[config.mk]
export PLATFORM = sky130hd
export DESIGN_NAME = int_to_fp_seq
export DESIGN_NICKNAME = d
export VERILOG_FILES = /design/src/rtl/int_to_fp_seq.sv
export SDC_FILE = /design/constraint.sdc
export NUM_CORES = 1
export LEC_CHECK = 0
export CORE_MARGIN = 2
export CORE_UTILIZATION = 45
export CTS_BUF_LIST = sky130_fd_sc_hd__clkbuf_16
export DETAILED_ROUTE_END_ITERATION = 10
export DONT_BUFFER_PORTS = 1
export SKIP_CTS_REPAIR_TIMING = 1
export SLEW_MARGIN = 10
export SYNTH_ARGS = -nofsm -noshare
export SYNTH_HDL_FRONTEND = slang
export SYNTH_SLANG_ARGS = --single-unit
[constraint.sdc]
create_clock -name clk -period 6.26 [get_ports clk]
set_clock_uncertainty 0.1 [all_clocks]
set_input_delay 0.939 -clock clk [delete_from_list [all_inputs] [get_ports clk]]
set_output_delay 0.939 -clock clk [all_outputs]
set_load 0.05 [all_outputs]
[src/rtl/int_to_fp_seq.sv]
// int_to_fp_seq: multi-cycle 32-bit integer to IEEE-754 single-precision converter.
// Normalises one bit per cycle, then rounds to nearest even (or truncates when ROUND_EN=0).
module int_to_fp_seq #(
  parameter bit ROUND_EN = 1'b1
) (
  input  logic        clk,
  input  logic        reset,
  input  logic        start_valid,
  output logic        start_ready,
  input  logic [31:0] op_a,
  input  logic        is_signed,
  output logic        result_valid,
  input  logic        result_ready,
  output logic [31:0] result,
  output logic        inexact
);

  typedef enum logic [1:0] {StIdle, StNorm, StRound, StDone} state_e;

  state_e      state_q, state_d;
  logic        sign_q;
  logic [31:0] mag_q;
  logic [7:0]  exp_q;
  logic [31:0] result_q;
  logic        inexact_q;

  logic        accept;
  logic        op_sign;
  logic [22:0] mant_trunc;
  logic [22:0] mant_rnd;
  logic [23:0] mant_inc;
  logic [7:0]  exp_rnd;
  logic        guard;
  logic        sticky;
  logic        round_up;

  assign accept  = start_valid && start_ready;
  assign op_sign = is_signed & op_a[31];

  // State register with synchronous active-low reset.
  always_ff @(posedge clk) begin
    if (!reset) begin
      state_q <= StIdle;
    end else begin
      state_q <= state_d;
    end
  end

  // Next-state logic.
  always_comb begin
    state_d = state_q;
    case (state_q)
      StIdle:  if (accept) state_d = (op_a == 32'd0) ? StDone : StNorm;
      StNorm:  if (mag_q[31]) state_d = StRound;
      StRound: state_d = StDone;
      StDone:  if (result_ready) state_d = StIdle;
      default: state_d = StIdle;
    endcase
  end

  // Handshake and result outputs decoded from the current state.
  always_comb begin
    start_ready  = (state_q == StIdle);
    result_valid = (state_q == StDone);
    result       = result_q;
    inexact      = inexact_q;
  end

  // Round-to-nearest-even on the normalised magnitude; carry out bumps the exponent.
  always_comb begin
    mant_trunc = mag_q[30:8];
    guard      = mag_q[7];
    sticky     = |mag_q[6:0];
    round_up   = ROUND_EN && guard && (sticky || mant_trunc[0]);
    mant_inc   = {1'b0, mant_trunc} + 24'd1;
    mant_rnd   = mant_trunc;
    exp_rnd    = exp_q;
    if (round_up) begin
      mant_rnd = mant_inc[22:0];
      if (mant_inc[23]) exp_rnd = exp_q + 8'd1;
    end
  end

  // Datapath: capture operand, shift left until the leading one hits bit 31, pack result.
  always_ff @(posedge clk) begin
    if (!reset) begin
      sign_q    <= 1'b0;
      mag_q     <= 32'd0;
      exp_q     <= 8'd0;
      result_q  <= 32'd0;
      inexact_q <= 1'b0;
    end else begin
      case (state_q)
        StIdle: begin
          if (accept) begin
            if (op_a == 32'd0) begin
              result_q  <= 32'd0;
              inexact_q <= 1'b0;
            end else begin
              sign_q <= op_sign;
              // Negating 0x80000000 wraps to itself, which is the correct magnitude.
              mag_q  <= op_sign ? (~op_a + 32'd1) : op_a;
              exp_q  <= 8'd158;
            end
          end
        end
        StNorm: begin
          if (!mag_q[31]) begin
            mag_q <= mag_q << 1;
            exp_q <= exp_q - 8'd1;
          end
        end
        StRound: begin
          result_q  <= {sign_q, exp_rnd, mant_rnd};
          inexact_q <= guard | sticky;
        end
        default: ;
      endcase
    end
  end

endmodule

Yosys cells after proc, flatten, opt, wreduce, memory -nomap -nowiden
Cells that the tools add are included.
{"block": "totals", "ff_bits": 76, "in_bits": 37, "out_inout_bits": 35, "elab_cells": 60}
{"block": "op_classes", "add_sub_neg": 4, "n_eq_ne": 9, "muxes": 23, "bitwise_logic": 4, "reduce_logical": 13}
{"operator": "$mux 32", "n": 6}
{"operator": "$pmux 32 s2", "n": 2}
{"operator": "$mux 8", "n": 5}
{"operator": "$add 32x1->32 const B", "n": 1}
{"operator": "$logic_not 32->1", "n": 1}
{"operator": "$not 32->32", "n": 1}
{"operator": "$add 23x1->24 const B", "n": 1}
{"operator": "$mux 23", "n": 1}
{"operator": "$pmux 8 s2", "n": 1}
{"operator": "$reduce_and 3->1", "n": 4}
{"operator": "$add 8x1->8 const B", "n": 1}
{"operator": "$mux 2", "n": 4}
{"operator": "$pmux 2 s4", "n": 1}
{"operator": "$sub 8x1->8 const B", "n": 1}
{"operator": "$reduce_or 7->1", "n": 1}
{"operator": "$ne 2x1->1 const B", "n": 3}
{"operator": "$ne 2x2->1 const B", "n": 3}
{"operator": "$eq 2x2->1 const B", "n": 2}
{"operator": "$reduce_and 4->1", "n": 1}
{"operator": "$reduce_bool 2->1", "n": 2}
{"operator": "$eq 2x1->1 const B", "n": 1}
{"operator": "$logic_and 1x1->1", "n": 2}
{"operator": "$logic_not 2->1", "n": 1}
{"operator": "$mux 1", "n": 2}
{"operator": "other kinds (5)", "n": 5}

Depth between registers and ports, before layout
Gate-level depths: netlist of the first run.
{"block": "depth", "word_depth": 6, "mapped_depth": 11, "mapped_depth_nobuf": 8}

Worst setup path before layout of the first run
OpenSTA, ideal clock, no wires.
{"block": "synth_path", "kind": "input to register", "startpoint": "input op_a[13]", "endpoint": "register mag_q[16]", "setup_time_ns": 0.123, "t_arrival_ns": 3.077, "required_time_ns": 6.037, "path_slack_ns": 2.960, "path_stages": 10, "n_path_buf": 4, "path_cell_list": "or4_4 or4_4 buf_6 nor4_4 buf_6 a21oi_2 buf_6 buf_6 o21ai_0 nor2_1"}
{"block": "synth_between", "elab_chain_len": 6, "word_cells_on_any_way": 9, "classes_between": "1 x add/sub; 1 x eq/ne; 4 x mux; 1 x bitwise; 2 x reduce/logical"}
{"item": "start: declaration", "line": "10", "rtl": "input logic [31:0] op_a,"}
{"item": "$not 32->32", "line": "102", "rtl": "mag_q <= op_sign ? (~op_a + 32'd1) : op_a;"}
{"item": "$add 32x1->32", "line": "102"}
{"item": "$mux 32", "line": "102"}
{"item": "$mux 32", "line": "96", "rtl": "if (op_a == 32'd0) begin"}
{"item": "$mux 32", "line": "95", "rtl": "if (accept) begin"}
{"item": "$pmux 32 s2", "line": "93", "rtl": "case (state_q)"}
{"item": "end signal: assignment", "line": "102"}
{"item": "end signal: assignment", "line": "109", "rtl": "mag_q <= mag_q << 1;"}
{"item": "end: declaration", "line": "22", "rtl": "logic [31:0] mag_q;"}
Parallel ways exist; a longest one is shown, timed or not. The select of a mux whose other input is x is not followed.
A chain may end at the register's enable or synchronous reset.

Worst setup path after layout of the first run
{"block": "layout_path", "startpoint": "input op_a[4]", "endpoint": "register result_q[27], in the netlist result[27]"}
{"block": "layout_between", "elab_chain_len": 3}
{"item": "$logic_not 32->1", "line": "96"}
{"item": "$ne 2x1->1 (no line)"}
{"item": "$reduce_and 3->1 (no line)"}
{"item": "end signal: assignment", "line": "114", "rtl": "result_q <= {sign_q, exp_rnd, mant_rnd};"}
{"item": "end: declaration", "line": "24", "rtl": "logic [31:0] result_q;"}
Every way passes these cells.

==> run_summary.xml, run 1 <==
<?xml version="1.0" encoding="UTF-8"?>
<metrics>
  <group name="setup_path">
    <metric name="crit_family" unit="">simple AND/OR/NAND/NOR gates</metric>
    <metric name="setup.worst_path.start_class" unit="">input port</metric>
    <metric name="critical-path-max-stage-delay" unit="ns">0.71</metric>
    <metric name="cp_cell_sequence" unit="">nor4_1 &gt; nand4_1 &gt; nor4_4 &gt; a31oi_2 &gt; buf_4 &gt; and3_1 &gt; a41o_1</metric>
    <metric name="worstPathMaxFanout" unit="">33</metric>
    <metric name="crit_path_top_delay_cell" unit="">sky130_fd_sc_hd__nor4_4</metric>
    <metric name="cp.buffers_inverters" unit="">1</metric>
    <metric name="crit_type" unit="">in2reg</metric>
    <metric name="endpoint_kind" unit="">flip-flop</metric>
    <metric name="worst-endpoint-arrival" unit="ns">3.57</metric>
    <metric name="crit_required" unit="ns">6.38</metric>
  </group>
  <group name="floorplan">
    <metric name="core" unit="µm²">10300</metric>
    <metric name="die_width" unit="µm">107</metric>
    <metric name="num_rows" unit="">37</metric>
    <metric name="boundaryPins" unit="">72</metric>
    <metric name="die-area" unit="µm²">11400</metric>
    <metric name="die_y_extent" unit="µm">107</metric>
    <metric name="starting_density_of_the_core" unit="">0.462</metric>
  </group>
  <group name="finish">
    <metric name="area.sequential" unit="µm²">1520</metric>
    <metric name="antennaDiodeCount" unit="">0</metric>
    <metric name="drive_above_1_share" unit="">0.0661</metric>
    <metric name="mostFrequentLayoutCell" unit="">sky130_fd_sc_hd__dfxtp_1</metric>
    <metric name="n_fill_cell" unit="">1033</metric>
    <metric name="multiInputGateArea" unit="µm²">2930</metric>
    <metric name="num-nets-final" unit="">616</metric>
    <metric name="layout.cells.most_common_list" unit="">sky130_fd_sc_hd__dfxtp_1, sky130_fd_sc_hd__nor2_1, sky130_fd_sc_hd__nand2_1</metric>
    <metric name="layout-area-overhead-vs-synth" unit="%">6.28</metric>
  </group>
  <group name="timing">
    <metric name="setup-violations-final" unit="">0</metric>
    <metric name="final.setup.tns" unit="ns">0</metric>
    <metric name="report.final.hold_viol_count" unit="">0</metric>
    <metric name="fin_crit_sh" unit="">0.551</metric>
    <metric name="rsz0062_at_grt" unit="">false</metric>
    <metric name="maximum_achievable_frequency" unit="MHz">290</metric>
    <metric name="finalMaxSlewViolations" unit="">0</metric>
    <metric name="worstMarginPinSlew" unit="ns">0.954</metric>
    <metric name="final_critical_path_required_period" unit="ns">3.45</metric>
    <metric name="slew-limit-headroom" unit="">0.358</metric>
  </group>
  <group name="power_and_ir_drop">
    <metric name="total_power" unit="W">0.00232</metric>
    <metric name="maximum_vdd_drop" unit="µV">201</metric>
    <metric name="comb_pwr_share" unit="">0.407</metric>
    <metric name="p_int" unit="W">0.00132</metric>
    <metric name="total_leakage_power" unit="nW">1.72</metric>
    <metric name="seq_power_share" unit="">0.362</metric>
    <metric name="power_switching_share" unit="">0.431</metric>
    <metric name="total_switching_power" unit="W">0.000999</metric>
    <metric name="power.clock.fraction" unit="">0.231</metric>
    <metric name="power_density_over_cell_area" unit="nW/µm²">460</metric>
  </group>
  <group name="global_routing">
    <metric name="globalRoute.totalOverflow" unit="">0</metric>
    <metric name="grt_usage" unit="">0.225</metric>
    <metric name="grt_start_max_net_pins" unit="">48</metric>
    <metric name="grt_pass1_wl" unit="µm">20500</metric>
    <metric name="number_of_global_route_vias_before_repair" unit="">4029</metric>
    <metric name="antenna_violations_before_repair" unit="">0</metric>
  </group>
  <group name="routing">
    <metric name="drt_first_iter_violations" unit="">264</metric>
    <metric name="drt-vias-per-instance" unit="">6.02</metric>
    <metric name="ant_nets" unit="">0</metric>
    <metric name="wl_per_cell" unit="µm">17.6</metric>
    <metric name="drc" unit="">0</metric>
    <metric name="drtPass1Iterations" unit="">4</metric>
    <metric name="route.final.wire_length" unit="µm">12500</metric>
    <metric name="via_count" unit="">4282</metric>
  </group>
  <group name="run">
    <metric name="maxCapViolCount" unit="">0</metric>
  </group>
  <group name="clock_tree">
    <metric name="tritoncts" unit="">built</metric>
    <metric name="cts_max_path_buffers" unit="">2</metric>
    <metric name="htree_levels" unit="">3</metric>
    <metric name="cts_buffers" unit="">9</metric>
    <metric name="ctsRootBufferMaster" unit="">sky130_fd_sc_hd__clkbuf_16</metric>
    <metric name="worst_setup_hold_path_clk_slew" unit="ns">0.06</metric>
    <metric name="clock-sinks" unit="">76</metric>
    <metric name="clock_insertion_delay_worst_skew" unit="ns">0.33</metric>
  </group>
  <group name="synth">
    <metric name="netlist.area_leader.share" unit="">0.321</metric>
    <metric name="yosysWarnings" unit="">0</metric>
    <metric name="netlist.top_cell.by_area" unit="">sky130_fd_sc_hd__dfxtp_1</metric>
    <metric name="ys.flop_type" unit="">sky130_fd_sc_hd__dfxtp_1</metric>
    <metric name="ys_top_cells_by_area" unit="">sky130_fd_sc_hd__dfxtp_1, sky130_fd_sc_hd__xnor2_1, sky130_fd_sc_hd__a21oi_1, sky130_fd_sc_hd__xor2_1, sky130_fd_sc_hd__nor2_1</metric>
    <metric name="synth_area_per_cell" unit="µm²">7.97</metric>
    <metric name="synth_async_sr_flop_share" unit="">0</metric>
    <metric name="mappedNetlistArea" unit="µm²">4740</metric>
    <metric name="syn-num-nets" unit="">641</metric>
    <metric name="yosys.cell_types.count" unit="">59</metric>
    <metric name="postSynthRegisterBits" unit="">76</metric>
    <metric name="part_of_the_yosys_area_used_for_sequential_elements" unit="">0.321</metric>
    <metric name="synth_cells" unit="">595</metric>
    <metric name="synth_enable_flop_cells" unit="">0</metric>
  </group>
  <group name="placed_design">
    <metric name="gp_routability_congestion" unit="">0.905</metric>
    <metric name="dpl.hpwl" unit="µm">9260</metric>
    <metric name="place.port_buffers" unit="">0</metric>
  </group>
  <group name="outcome">
    <metric name="run_status" unit="">finished clean</metric>
  </group>
  <group name="worst_hold_path">
    <metric name="hold_path_class" unit="">reg2reg</metric>
  </group>
</metrics>
sequential cells by signal, indices dropped and copies added, names as in the netlist:
name     cells
mag_q       32
result      32
exp_q        8
state_q      2
inexact      1
sign_q       1
per-stage QoR:
step           area, µm²  hold WS [ns]  instances  utilization  setup slack [ns]
2_1_floorplan       4740         0.347        595            -              2.96
3_5_place_dp        4730         0.373        695        0.461              2.49
6_report            5040         0.385        711        0.491              2.81
5_1_grt             5040         0.438        711        0.491              2.55
3_3_place_gp        4730         0.365        695        0.461              2.52
4_1_cts             5040         0.381        711        0.491              2.84
routing by layer:
metal / vias to the layer above / track usage / wire length, µm
met5: - / 0 / 0
met4: 0 / 0.0686 / 178
met3: 14 / 0.0492 / 817
met2: 144 / 0.327 / 5310
met1: 1983 / 0.332 / 6220
li1: 2141 / - / -
logic make-up after synthesis:
| logic type | after synthesis | share of synthesized area |
|---|---|---|
| compound gates | 159 | 0.223 |
| xor+xnor | 56 | 0.103 |
| fa+ha+maj | 9 | 0.0237 |
| buf+inv | 60 | 0.0628 |
| flops | 76 | 0.321 |
| mux | 7 | 0.0153 |
| simple gates | 228 | 0.251 |
worst reg2reg max path, cell delays in order (launching register included):
cell and delay [ns]:
sky130_fd_sc_hd__dfxtp_1 0.34, sky130_fd_sc_hd__inv_1 0.12, sky130_fd_sc_hd__ha_1 0.81, sky130_fd_sc_hd__inv_1 0.26
sky130_fd_sc_hd__nor2_1 0.34, sky130_fd_sc_hd__o22ai_1 0.22, sky130_fd_sc_hd__a21oi_2 0.14, sky130_fd_sc_hd__buf_4 0.42
sky130_fd_sc_hd__and4_4 0.30, sky130_fd_sc_hd__nor3_1 0.04
power groups by stage:
| stage | logic, W | registers [W] | clock network (W) |
|---|---|---|---|
| final | 0.000943 | 0.000838 | 0.000536 |
| after global routing | 0.00105 | 0.000860 | 0.000567 |
| after CTS | 0.000938 | 0.000831 | 0.000545 |
| after detailed placement | 0.000934 | 0.000842 | 0 |
| after global placement | 0.000910 | 0.000834 | 0 |
| after floorplan | 0.000852 | 0.000760 | 0 |
area by class of cell:
cell class,count,area share
Multi-Input combinational cell,459,0.581
Sequential cell,76,0.302
Clock buffer,9,0.0447
Tap cell,136,0.0338
Clock inverter,7,0.0161
Inverter,18,0.0134
Timing Repair Buffer,6,0.00894
synth_stat cells (all sizes together) (10+ instances only):
master and number:
buf 11, a2bb2oi 13, o21ai 37, xnor2 31, nor2 52, xor2 25, inv 16, nor4 14
dfxtp 76, clkbuf 31, a221oi 10, nand4 10, nor3 23, nand2 49, a21oi 46, nand3 33
path summary, 6_finish.rpt:
kind	cells past startpoint	start	slack [ns]	to
worst max-delay path	7	op_a[4]	2.81	result[27]
worst min-delay path	2	mag_q[2]	0.39	mag_q[2]
worst max register to register	9	state_q[0]	3.05	exp_q[3]
worst min register to register	2	mag_q[2]	0.39	mag_q[2]
No activity file was read; power rests on OpenSTA's default activity.
==> run 2, diff against run 1 <==
==> constraint.sdc (replaced) <==
create_clock -name clk -period 3.5 [get_ports clk]
set_clock_uncertainty 0.1 [all_clocks]
set_input_delay 0.525 -clock clk [delete_from_list [all_inputs] [get_ports clk]]
set_output_delay 0.525 -clock clk [all_outputs]
set_load 0.05 [all_outputs]
==> run_summary.xml, run 2 (synthesized netlist as in run 1, its figures left out) <==
<?xml version="1.0" encoding="UTF-8"?>
<metrics>
  <group name="outcome">
    <metric name="run_status" unit="">finished clean</metric>
  </group>
  <group name="clock_tree">
    <metric name="cts_max_path_buffers" unit="">2</metric>
    <metric name="worst_setup_hold_path_clk_slew" unit="ns">0.06</metric>
    <metric name="ctsRootBufferMaster" unit="">sky130_fd_sc_hd__clkbuf_16</metric>
    <metric name="clock_insertion_delay_worst_skew" unit="ns">0.34</metric>
    <metric name="htree_levels" unit="">3</metric>
    <metric name="clock-sinks" unit="">76</metric>
    <metric name="tritoncts" unit="">built</metric>
    <metric name="cts_buffers" unit="">9</metric>
  </group>
  <group name="finish">
    <metric name="num-nets-final" unit="">623</metric>
    <metric name="layout.cells.most_common_list" unit="">sky130_fd_sc_hd__dfxtp_1, sky130_fd_sc_hd__nor2_1, sky130_fd_sc_hd__nand2_1</metric>
    <metric name="layout-area-overhead-vs-synth" unit="%">8.15</metric>
    <metric name="drive_above_1_share" unit="">0.0756</metric>
    <metric name="antennaDiodeCount" unit="">0</metric>
    <metric name="mostFrequentLayoutCell" unit="">sky130_fd_sc_hd__dfxtp_1</metric>
  </group>
  <group name="timing">
    <metric name="final.setup.tns" unit="ns">0</metric>
    <metric name="worstMarginPinSlew" unit="ns">1.05</metric>
    <metric name="fin_worst_hold_slack" unit="ns">0.228</metric>
    <metric name="rsz0062_at_grt" unit="">false</metric>
    <metric name="setup-violations-final" unit="">0</metric>
    <metric name="final_critical_path_required_period" unit="ns">2.84</metric>
    <metric name="report.final.hold_viol_count" unit="">0</metric>
    <metric name="fin_crit_sh" unit="">0.812</metric>
    <metric name="maximum_achievable_frequency" unit="MHz">352</metric>
    <metric name="finalMaxSlewViolations" unit="">0</metric>
    <metric name="slew-limit-headroom" unit="">0.294</metric>
  </group>
  <group name="power_and_ir_drop">
    <metric name="total_leakage_power" unit="nW">1.76</metric>
    <metric name="total_power" unit="W">0.00430</metric>
    <metric name="power_density_over_cell_area" unit="nW/µm²">839</metric>
    <metric name="maximum_vdd_drop" unit="µV">305</metric>
  </group>
  <group name="setup_path">
    <metric name="endpoint_kind" unit="">flip-flop</metric>
    <metric name="cp.buffers_inverters" unit="">1</metric>
    <metric name="worst-endpoint-arrival" unit="ns">2.99</metric>
    <metric name="crit_family" unit="">simple AND/OR/NAND/NOR gates</metric>
    <metric name="crit_path_top_delay_cell" unit="">sky130_fd_sc_hd__or4_1</metric>
    <metric name="worstPathMaxFanout" unit="">15</metric>
    <metric name="cp_cell_sequence" unit="">or4_1 &gt; or4_4 &gt; nor4_4 &gt; a21o_2 &gt; buf_4 &gt; nand2_1 &gt; a21oi_1</metric>
    <metric name="setup.worst_path.start_class" unit="">input port</metric>
    <metric name="crit_required" unit="ns">3.65</metric>
    <metric name="critical-path-max-stage-delay" unit="ns">0.59</metric>
    <metric name="crit_type" unit="">in2reg</metric>
  </group>
  <group name="floorplan">
    <metric name="boundaryPins" unit="">72</metric>
    <metric name="die-area" unit="µm²">11400</metric>
    <metric name="starting_density_of_the_core" unit="">0.462</metric>
    <metric name="die_width" unit="µm">107</metric>
    <metric name="core" unit="µm²">10300</metric>
    <metric name="die_y_extent" unit="µm">107</metric>
    <metric name="num_rows" unit="">37</metric>
  </group>
  <group name="routing">
    <metric name="drt_first_iter_violations" unit="">327</metric>
    <metric name="drt-vias-per-instance" unit="">6.08</metric>
    <metric name="wl_per_cell" unit="µm">17.7</metric>
    <metric name="via_count" unit="">4362</metric>
    <metric name="ant_nets" unit="">0</metric>
    <metric name="drtPass1Iterations" unit="">5</metric>
    <metric name="drc" unit="">0</metric>
    <metric name="route.final.wire_length" unit="µm">12700</metric>
  </group>
  <group name="placed_design">
    <metric name="place.port_buffers" unit="">0</metric>
    <metric name="dpl.hpwl" unit="µm">9340</metric>
    <metric name="gp_routability_congestion" unit="">0.895</metric>
  </group>
  <group name="global_routing">
    <metric name="number_of_global_route_vias_before_repair" unit="">4052</metric>
    <metric name="grt_usage" unit="">0.231</metric>
    <metric name="antenna_violations_before_repair" unit="">0</metric>
    <metric name="grt_pass1_wl" unit="µm">21000</metric>
    <metric name="grt_start_max_net_pins" unit="">41</metric>
    <metric name="globalRoute.totalOverflow" unit="">0</metric>
  </group>
  <group name="run">
    <metric name="maxCapViolCount" unit="">0</metric>
  </group>
  <group name="worst_hold_path">
    <metric name="hold_path_class" unit="">in2reg</metric>
  </group>
</metrics>
run 2: changes by cell type in the layout (fill, tap and decap cells not counted):
| cell | delta |
|---|---|
| sky130_fd_sc_hd__buf_12 | +1 |
| sky130_fd_sc_hd__buf_4 | +6 |
| sky130_fd_sc_hd__bufinv_16 | +1 |
| sky130_fd_sc_hd__clkinv_1 | +1 |
| sky130_fd_sc_hd__clkinv_2 | -2 |
run 2: path summary, 6_finish.rpt:
check        startpoint        end  depth (start not counted)  slack (ns)
min reg2reg    mag_q[2]   mag_q[2]                          2        0.38
min               reset  mag_q[17]                          2        0.23
max reg2reg  state_q[0]  mag_q[10]                         10        0.78
max             op_a[8]   mag_q[7]                          7        0.66
run 2: cell type report:
class / count / area (µm²)
Fill cell: 1048 / 5150
Multi-Input combinational cell: 459 / 2930
Timing Repair Buffer: 13 / 110
Clock inverter: 7 / 105
Tap cell: 136 / 170
Inverter: 18 / 67.6
Clock buffer: 9 / 225
Sequential cell: 76 / 1520
run 2: layer usage:
metal  GRT usage  up-vias  part of all wire
met2       0.325      174              0.42
met5           0        -                 0
met3      0.0517       19             0.084
li1            -     2141                 -
met1       0.339     2028              0.48
met4      0.0900        0             0.021
run 2: worst reg2reg max path: cells and delay by family (launching register included):
kind	cells	cell delay, ns
adders and majority gates	1	0.15
AOI/OAI and AO/OA	3	0.85
and+or+nand+nor	2	0.37
DFF	1	0.34
buffers and inverters	4	0.81
run 2: stage by stage:
step,area [µm²],setup WS [ns],instances,utilization
2_1_floorplan,4740,0.614,595,-
3_5_place_dp,4800,0.323,702,0.467
6_report,5130,0.657,718,0.499
5_1_grt,5130,0.527,718,0.499
4_1_cts,5130,0.675,718,0.499
3_3_place_gp,4800,0.366,702,0.467
run 2: report_power, final:
group          internal (W)  total, W  switching (W)
Sequential          0.00111   0.00149       0.000384
Combinational      0.000702   0.00176        0.00106
Clock              0.000687   0.00105       0.000364
==> run 3, diff against run 2 <==
==> constraint.sdc (replaced) <==
create_clock -name clk -period 2.45 [get_ports clk]
set_clock_uncertainty 0.1 [all_clocks]
set_input_delay 0.3675 -clock clk [delete_from_list [all_inputs] [get_ports clk]]
set_output_delay 0.3675 -clock clk [all_outputs]
set_load 0.05 [all_outputs]
==> run_summary.xml, run 3 (synthesized netlist as in run 1, its figures left out) <==
<?xml version="1.0" encoding="UTF-8"?>
<metrics>
  <group name="outcome">
    <metric name="run_status" unit="">finished clean</metric>
  </group>
  <group name="worst_hold_path">
    <metric name="hold_path_startpoint" unit="">reset</metric>
    <metric name="hold_path_class" unit="">in2reg</metric>
  </group>
  <group name="clock_tree">
    <metric name="worst_setup_hold_path_clk_slew" unit="ns">0.06</metric>
    <metric name="ctsRootBufferMaster" unit="">sky130_fd_sc_hd__clkbuf_16</metric>
    <metric name="cts_max_path_buffers" unit="">2</metric>
    <metric name="tritoncts" unit="">built</metric>
    <metric name="htree_levels" unit="">3</metric>
    <metric name="clock-sinks" unit="">76</metric>
    <metric name="clock_insertion_delay_worst_skew" unit="ns">0.34</metric>
    <metric name="cts_buffers" unit="">9</metric>
  </group>
  <group name="setup_path">
    <metric name="worstReg2RegStart" unit="">state_q[1]</metric>
    <metric name="worstPathMaxFanout" unit="">9</metric>
    <metric name="critical-path-max-stage-delay" unit="ns">0.56</metric>
    <metric name="crit_type" unit="">in2reg</metric>
    <metric name="crit_required" unit="ns">2.60</metric>
    <metric name="crit_family" unit="">simple AND/OR/NAND/NOR gates</metric>
    <metric name="crit_path_top_delay_cell" unit="">sky130_fd_sc_hd__or4_4</metric>
    <metric name="endpoint_kind" unit="">flip-flop</metric>
    <metric name="setup.worst_path.start_class" unit="">input port</metric>
    <metric name="crit_path_start" unit="">op_a[13]</metric>
    <metric name="cp_cell_sequence" unit="">or4_4 &gt; or4_4 &gt; nor4_4 &gt; buf_4 &gt; a21oi_4 &gt; buf_4 &gt; and4_4 &gt; nor3_1</metric>
    <metric name="worst-endpoint-arrival" unit="ns">2.42</metric>
    <metric name="cp.buffers_inverters" unit="">2</metric>
  </group>
  <group name="finish">
    <metric name="area.sequential" unit="µm²">1520</metric>
    <metric name="antennaDiodeCount" unit="">0</metric>
    <metric name="layout.cells.most_common_list" unit="">sky130_fd_sc_hd__dfxtp_1, sky130_fd_sc_hd__nor2_1, sky130_fd_sc_hd__nand2_1</metric>
    <metric name="n_fill_cell" unit="">989</metric>
    <metric name="layout-area-overhead-vs-synth" unit="%">15.9</metric>
    <metric name="drive_above_1_share" unit="">0.145</metric>
    <metric name="layout.core_utilization" unit="">0.535</metric>
    <metric name="multiInputGateArea" unit="µm²">2990</metric>
    <metric name="num-nets-final" unit="">655</metric>
    <metric name="mostFrequentLayoutCell" unit="">sky130_fd_sc_hd__dfxtp_1</metric>
  </group>
  <group name="power_and_ir_drop">
    <metric name="total_leakage_power" unit="nW">1.95</metric>
    <metric name="p_int" unit="W">0.00387</metric>
    <metric name="seq_power_share" unit="">0.319</metric>
    <metric name="power_density_over_cell_area" unit="nW/µm²">1200</metric>
    <metric name="power_switching_share" unit="">0.413</metric>
    <metric name="comb_pwr_share" unit="">0.454</metric>
    <metric name="power.clock.fraction" unit="">0.226</metric>
    <metric name="total_switching_power" unit="W">0.00272</metric>
    <metric name="maximum_vdd_drop" unit="µV">556</metric>
  </group>
  <group name="placed_design">
    <metric name="gp_routability_congestion" unit="">0.860</metric>
    <metric name="place.port_buffers" unit="">0</metric>
    <metric name="dpl.hpwl" unit="µm">9810</metric>
  </group>
  <group name="global_routing">
    <metric name="number_of_global_route_vias_before_repair" unit="">4214</metric>
    <metric name="antenna_violations_before_repair" unit="">0</metric>
    <metric name="globalRoute.totalOverflow" unit="">0</metric>
    <metric name="grt_pass1_wl" unit="µm">21300</metric>
    <metric name="grt_usage" unit="">0.235</metric>
    <metric name="grt_start_max_net_pins" unit="">33</metric>
  </group>
  <group name="timing">
    <metric name="rsz0062_at_grt" unit="">false</metric>
    <metric name="fin_worst_hold_slack" unit="ns">0.0689</metric>
    <metric name="final_critical_path_required_period" unit="ns">2.27</metric>
    <metric name="maximum_achievable_frequency" unit="MHz">440</metric>
    <metric name="slew-limit-headroom" unit="">0.367</metric>
    <metric name="finalMaxSlewViolations" unit="">0</metric>
    <metric name="fin_crit_sh" unit="">0.927</metric>
    <metric name="worstMarginPinSlew" unit="ns">0.941</metric>
    <metric name="report.final.hold_viol_count" unit="">0</metric>
    <metric name="setup-violations-final" unit="">0</metric>
    <metric name="final.setup.tns" unit="ns">0</metric>
  </group>
  <group name="floorplan">
    <metric name="core" unit="µm²">10300</metric>
    <metric name="die-area" unit="µm²">11400</metric>
    <metric name="die_width" unit="µm">107</metric>
    <metric name="starting_density_of_the_core" unit="">0.462</metric>
    <metric name="num_rows" unit="">37</metric>
    <metric name="die_y_extent" unit="µm">107</metric>
    <metric name="boundaryPins" unit="">72</metric>
  </group>
  <group name="routing">
    <metric name="drtPass1Iterations" unit="">5</metric>
    <metric name="route.final.wire_length" unit="µm">13100</metric>
    <metric name="ant_nets" unit="">0</metric>
    <metric name="via_count" unit="">4503</metric>
    <metric name="drc" unit="">0</metric>
    <metric name="drt-vias-per-instance" unit="">6.01</metric>
    <metric name="wl_per_cell" unit="µm">17.5</metric>
    <metric name="drt_first_iter_violations" unit="">389</metric>
  </group>
  <group name="run">
    <metric name="maxCapViolCount" unit="">0</metric>
  </group>
</metrics>
run 3: path summary, 6_finish.rpt:
kind               endpoint  slack, ns  cells after the start
setup / recovery   exp_q[2]       0.18                      8
setup reg to reg   exp_q[4]       0.18                      8
hold / removal    mag_q[23]       0.07                      2
hold reg to reg    mag_q[2]       0.39                      2
run 3: per-stage QoR:
step | instance area, µm² | setup slack (ns) | cells | power, W
final | 5500 | 0.179 | 749 | 0.00659
after global routing | 5500 | 0.0398 | 749 | 0.00702
after CTS | 5490 | 0.0565 | 748 | 0.00655
after detailed placement | 5150 | -0.145 | 733 | 0.00504
after global placement | 5150 | -0.107 | 733 | 0.00498
after floorplan | 4810 | -0.122 | 595 | 0.00420
run 3: power by group through the flow:
stage	logic, W	registers (W)	clock network, W
2_1_floorplan	0.00225	0.00195	0
3_3_place_gp	0.00288	0.00210	0
6_report	0.00299	0.00210	0.00149
4_1_cts	0.00295	0.00209	0.00152
5_1_grt	0.00329	0.00216	0.00157
3_5_place_dp	0.00293	0.00212	0
run 3: metal layers:
layer	global-route usage	routed length [µm]	vias up
met5	0	0	-
met4	0.0816	227	0
met3	0.0492	884	16
met2	0.354	5730	168
met1	0.333	6230	2122
li1	-	-	2197
run 3: final cells by class:
| class | instances | share of cell area |
|---|---|---|
| tap | 136 | 0.0310 |
| sequential | 76 | 0.277 |
| timing repair buffer | 45 | 0.0751 |
| clock buffer | 9 | 0.0410 |
| clock inverter | 6 | 0.0191 |
| inverter | 18 | 0.0123 |
| multi-input combinational | 459 | 0.545 |
run 3: worst reg2reg max path, delay by kind of cell, from the launching register on:
family	cells	cell delay, ns
compound gates	3	0.86
fa+ha+maj	1	0.30
buf+inv	2	0.25
flops	1	0.34
xor+xnor	1	0.18
simple gates	1	0.11
